`config.mk`:
```
export PLATFORM = sky130hd
export DESIGN_NAME = faims_monitor
export DESIGN_NICKNAME = d
export VERILOG_FILES = /design/src/rtl/faims_monitor.sv
export SDC_FILE = /design/constraint.sdc
export NUM_CORES = 1
export LEC_CHECK = 0
export CORE_MARGIN = 2
export CORE_UTILIZATION = 45
export CTS_BUF_LIST = sky130_fd_sc_hd__clkbuf_16
export CTS_CLUSTER_DIAMETER = 30
export DETAILED_ROUTE_END_ITERATION = 16
export PLACE_DENSITY_LB_ADDON = 0.25
export SLEW_MARGIN = 20
export SYNTH_ARGS = -nofsm -noshare
export SYNTH_HDL_FRONTEND = slang
export SYNTH_SLANG_ARGS = --single-unit
```
`constraint.sdc`:
```
create_clock -name CLK -period 2.5 [get_ports CLK]
set_input_delay 0.25 -clock CLK [delete_from_list [all_inputs] [get_ports CLK]]
set_output_delay 0.25 -clock CLK [all_outputs]
set_load 0.005 [all_outputs]
```
`src/rtl/faims_monitor.sv`:
```
// FAIMS drive-line monitor: measures period / HV pulse / coil work per FAIMS
// period and latches a sticky fault (with kill line) on illegal drive patterns.
`timescale 1ns/1ps

module faims_monitor #(
  parameter int CNT_W  = 11,
  parameter int WORK_W = 9
) (
  input  logic              CLK,
  input  logic              i_resetn,
  input  logic              i_enable,
  input  logic              i_faimsUp,
  input  logic              i_faimsDown,
  input  logic              i_coilAU,
  input  logic              i_coilAD,
  input  logic              i_coilBU,
  input  logic              i_coilBD,
  input  logic [7:0]        i_parMaxWork,
  input  logic              i_clearFault,
  output logic [CNT_W-1:0]  o_period,
  output logic [CNT_W-1:0]  o_pulseLen,
  output logic [WORK_W-1:0] o_workLen,
  output logic              o_valid,
  output logic              o_fault,
  output logic [2:0]        o_faultCode,
  output logic              o_kill
);

  localparam logic [CNT_W-1:0]  CNT_MAX  = '1;
  localparam logic [WORK_W-1:0] WORK_MAX = '1;

  typedef enum logic {IDLE = 1'b0, MEASURE = 1'b1} stateT;
  typedef enum logic [1:0] {PAIR_NONE = 2'd0, PAIR_A = 2'd1, PAIR_B = 2'd2} pairT;

  stateT             state, stateNext;
  logic              upPrev;
  logic [CNT_W-1:0]  periodCnt, pulseCnt;
  logic [WORK_W-1:0] workCnt;
  pairT              pairSeen, lastPair, curPair;

  logic       rise, pairA, pairB, coilActive, measuring, periodDone;
  logic [6:1] cause;
  logic [2:0] causeCode, codeNext;
  logic       faultNext;

  assign rise       = i_faimsUp & ~upPrev;
  assign pairA      = i_coilAU & i_coilBD;
  assign pairB      = i_coilAD & i_coilBU;
  assign coilActive = pairA | pairB;
  assign curPair    = pairA ? PAIR_A : (pairB ? PAIR_B : PAIR_NONE);
  assign measuring  = i_enable & (state == MEASURE);
  assign periodDone = measuring & rise;

  always_ff @(posedge CLK or negedge i_resetn) begin
    if (!i_resetn) state <= IDLE;
    else           state <= stateNext;
  end

  always_comb begin
    stateNext = state;
    if (!i_enable)                     stateNext = IDLE;
    else if (state == IDLE && rise)    stateNext = MEASURE;
  end

  // NOTE: every signal gets a default at the top of the block so no path leaves
  // one unassigned, which would otherwise infer a latch.
  always_comb begin
    cause = '0;
    if (measuring) begin
      cause[1] = i_faimsUp & i_faimsDown;
      cause[2] = (i_coilAU & i_coilAD) | (i_coilBU & i_coilBD);
      cause[3] = (i_coilAU ^ i_coilBD) | (i_coilAD ^ i_coilBU);
      cause[4] = ~rise & coilActive & (workCnt >= WORK_W'(i_parMaxWork));
      cause[5] = rise ? (pairSeen != PAIR_NONE && pairSeen == lastPair)
                      : (curPair != PAIR_NONE && pairSeen != PAIR_NONE && curPair != pairSeen);
      cause[6] = (periodCnt == CNT_MAX);
    end

    // Scan high to low so the lowest active code is the one left standing.
    causeCode = '0;
    for (int k = 6; k >= 1; k--) begin
      if (cause[k]) causeCode = 3'(k);
    end

    faultNext = o_fault;
    codeNext  = o_faultCode;
    if (causeCode != 3'd0 && (!o_fault || i_clearFault)) begin
      faultNext = 1'b1;
      codeNext  = causeCode;
    end else if (i_clearFault && i_enable) begin
      faultNext = 1'b0;
      codeNext  = '0;
    end
  end

  // NOTE: sequential state uses non-blocking assignments only, so every flop
  // samples the pre-edge values regardless of statement order.
  always_ff @(posedge CLK or negedge i_resetn) begin
    if (!i_resetn) begin
      upPrev      <= 1'b0;
      periodCnt   <= '0;
      pulseCnt    <= '0;
      workCnt     <= '0;
      pairSeen    <= PAIR_NONE;
      lastPair    <= PAIR_NONE;
      o_period    <= '0;
      o_pulseLen  <= '0;
      o_workLen   <= '0;
      o_valid     <= 1'b0;
      o_fault     <= 1'b0;
      o_faultCode <= '0;
      o_kill      <= 1'b0;
    end else begin
      upPrev      <= i_faimsUp;
      o_valid     <= periodDone;
      o_fault     <= faultNext;
      o_faultCode <= codeNext;
      // Kill is a separate flop so the driver gating has its own register.
      o_kill      <= faultNext;

      if (periodDone) begin
        o_period   <= (periodCnt == CNT_MAX) ? CNT_MAX : periodCnt + CNT_W'(1);
        o_pulseLen <= pulseCnt;
        o_workLen  <= workCnt;
        lastPair   <= pairSeen;
      end

      if (!i_enable) begin
        periodCnt <= '0;
        pulseCnt  <= '0;
        workCnt   <= '0;
        pairSeen  <= PAIR_NONE;
      end else if (rise) begin
        // Covers both IDLE entry and a period boundary inside MEASURE.
        periodCnt <= '0;
        pulseCnt  <= CNT_W'(1);
        workCnt   <= '0;
        pairSeen  <= PAIR_NONE;
      end else if (state == MEASURE) begin
        if (periodCnt != CNT_MAX) periodCnt <= periodCnt + CNT_W'(1);
        if (i_faimsUp && pulseCnt != CNT_MAX) pulseCnt <= pulseCnt + CNT_W'(1);
        if (coilActive && workCnt != WORK_MAX) workCnt <= workCnt + WORK_W'(1);
        if (pairSeen == PAIR_NONE) pairSeen <= curPair;
      end
    end
  end

endmodule

```
==> results.cfg <==
[finish]
drive_gt1_share_pct = 6.10
stdcell_count = 561
final_nets = 486
multi_input_comb_area_mm2 = 0.00170
final_util_pct = 58.9
fillers = 685
area_growth_pct = 25.7
diodes = 0
seq_area_mm2 = 0.00183

[placed_design]
hpwl_um = 5500
dp.cells = 544
port_buffers = 54
gp_congestion = 0.852

[timing]
fin_tns_setup_ns = 0
rsz0062_at_grt = false
period_share_pct = 89.1
hold_viol = 0
setup_viol = 0
fin_skew_ns = 0.00408
finalMaxSlewViolations = 0
max_freq_ghz = 0.449
fin_crit_ns = 2.23
slew_headroom_pct = 66.1
tightest_slew_ns = 0.505

[worst_setup_path]
worstPathRequired_ns = 2.70
crit_type = flop to flop
arrival_ns = 2.43
crit_fanout = 8
reg2reg_slack_ns = 0.27
endpoint_kind = flop
critPathLaunchType = flop

[power]
p_int_mw = 2.08
seq_power_share_pct = 47.0
leakage_nw = 2.10
p_clk_share_pct = 40.8
switching_share_pct = 23.9
p_sw_mw = 0.653
combPwrFrac_pct = 12.1
p_per_area_mw_per_mm2 = 597
ir_worst_vdd_v = 0.000386

[die]
core_area_mm2 = 0.00777
start_util_pct = 46.9
rows = 32
io_pins = 55
die_area_mm2 = 0.00883
chipHeight_um = 94.0
die_x_um = 94.0

[clocking]
clock_latency_ns = 0.33
cts-root-buf = clkbuf_16
htreeDepth = 3
cts_resized = 0
cts.reportedPaths.clkPinSlew_ns = 0.06
cts_tree = yes
post_cts_buffers = 0
clockBufferDepth = 2
cts_buffers = 9
holdBufCountCts = 1
cts_sinks = 73

[global_route]
grt-ovfl-total = 0
grt_pass1_wl_um = 13800
grt_use_total_pct = 19.9
grt_max_degree = 74
antenna_found_initial = 0
grt_pass1_vias = 2973

[drt]
antenna_left = 0
wl_per_cell_um = 14.2
vias = 2946
drt_iter0_drc = 144
routed_wl_um = 7990
drc = 0
drtPass1Iterations = 4
avgViaCountPerCell = 5.25

[synthesis]
ys_warn_count = 0
synth_most_common_cell = nand2_1
ys_seq_elements = 73
synth_top_cell_by_area = dfrtp_1
async_reset_ff_share_pct = 100
ys_types = 52
synthesis.nets = 427
synth_area_leaders = dfrtp_1, nand2_1, nor2_1
synthCells = 395
synthFlopType = dfrtp_1
avgSynthCellArea_um2 = 9.22
ys_top_cells_by_count = nand2_1, dfrtp_1, nor2_1
yosys.area.top_type_share_pct = 50.2
synth_seq_area_share_pct = 50.2
synth_area_mm2 = 0.00364
synth_edf_count = 0

[outcome]
status = complete, no violations

[hold_path]
hold_class = flop to flop

[run]
drv_cap = 0
==> sequential cells by signal, summed over array words and instances (netlist names) <==
| register | count |
|---|---|
| lastPair | 2 |
| o_faultCode | 3 |
| o_kill | 1 |
| o_period | 11 |
| o_pulseLen | 11 |
| o_valid | 1 |
| o_workLen | 9 |
| pairSeen | 2 |
| periodCnt | 11 |
| pulseCnt | 11 |
| state | 1 |
| upPrev | 1 |
| workCnt | 9 |
==> per-stage QoR <==
stage	worst slack, ns	hold WS, ns	cell area, µm²	power [mW]
floorplan	0.477	-0.0456	3640	1.44
global placement	0.324	0.312	4310	1.63
detailed placement	0.311	0.320	4310	1.64
CTS	0.268	0.472	4580	2.76
global route	0.219	0.498	4580	2.85
finish	0.273	0.463	4580	2.73
==> cell type report <==
type	count	area share [%]
Multi-Input combinational cell	294	37.1
Timing Repair Buffer	64	13.7
Sequential cell	73	39.9
Clock inverter	7	0.683
Clock buffer	9	4.92
Tap cell	102	2.79
Inverter	12	0.984
==> power groups by stage <==
stage / Clock (mW) / Sequential [mW] / Combinational, mW
global route: 1.19 / 1.29 / 0.375
detailed placement: 0 / 1.31 / 0.334
CTS: 1.14 / 1.29 / 0.337
finish: 1.12 / 1.28 / 0.331
global placement: 0 / 1.30 / 0.329
floorplan: 0 / 1.30 / 0.137
==> layer usage <==
metal / share of wire [%] / vias to the layer above / global-route usage (%)
met5: 0 / - / 0
met4: 1.6 / 0 / 7.49
met3: 3.1 / 14 / 4.49
met2: 50 / 60 / 33.6
met1: 46 / 1420 / 25.0
li1: - / 1452 / -
==> layout by cell type (no fill, tap or decap), drive strengths merged, types with 4 or more instances in the layout <==
| cell type | n |
|---|---|
| o21ai | 11 |
| xnor2 | 15 |
| nand3 | 14 |
| buf | 10 |
| xor2 | 16 |
| and3 | 8 |
| clkdlybuf4s50 | 53 |
| ha | 14 |
| dfrtp | 73 |
| mux2i | 4 |
| inv | 15 |
| a31oi | 9 |
| a21oi | 16 |
| nand4 | 6 |
| clkbuf | 9 |
| nor2 | 48 |
| nand2 | 93 |
==> cell families (layout without fill, tap and decap cells) <==
logic type	Yosys count	in the layout	synth area share, %
xor+xnor	31	31	7.46
mux	4	4	1.10
fa+ha+maj	14	14	4.81
flops	73	73	50.2
compound gates	55	55	9.59
simple gates	190	190	23.6
buf+inv	28	92	3.23
==> worst max-delay path, cell delays in order (launching register included) <==
cell and delay [ns]:
dfrtp_1 0.40, ha_1 0.28, nand3_2 0.13, or4_1 0.70
and2_4 0.27, nand2_1 0.09, xor2_1 0.17, nor2_1 0.06
==> path summary, 6_finish.rpt <==
kind	startpoint	endpoint	cells after the start
hold reg to reg	o_period[1]	o_period[1]	2
min in group asynchronous	i_resetn	o_pulseLen[1]	3
setup reg to reg	periodCnt[0]	periodCnt[2]	7
hold / removal	o_period[1]	o_period[1]	2
setup / recovery	periodCnt[0]	periodCnt[2]	7
max in group asynchronous	i_resetn	o_workLen[7]	3
Power figures use the tool's default switching activity.
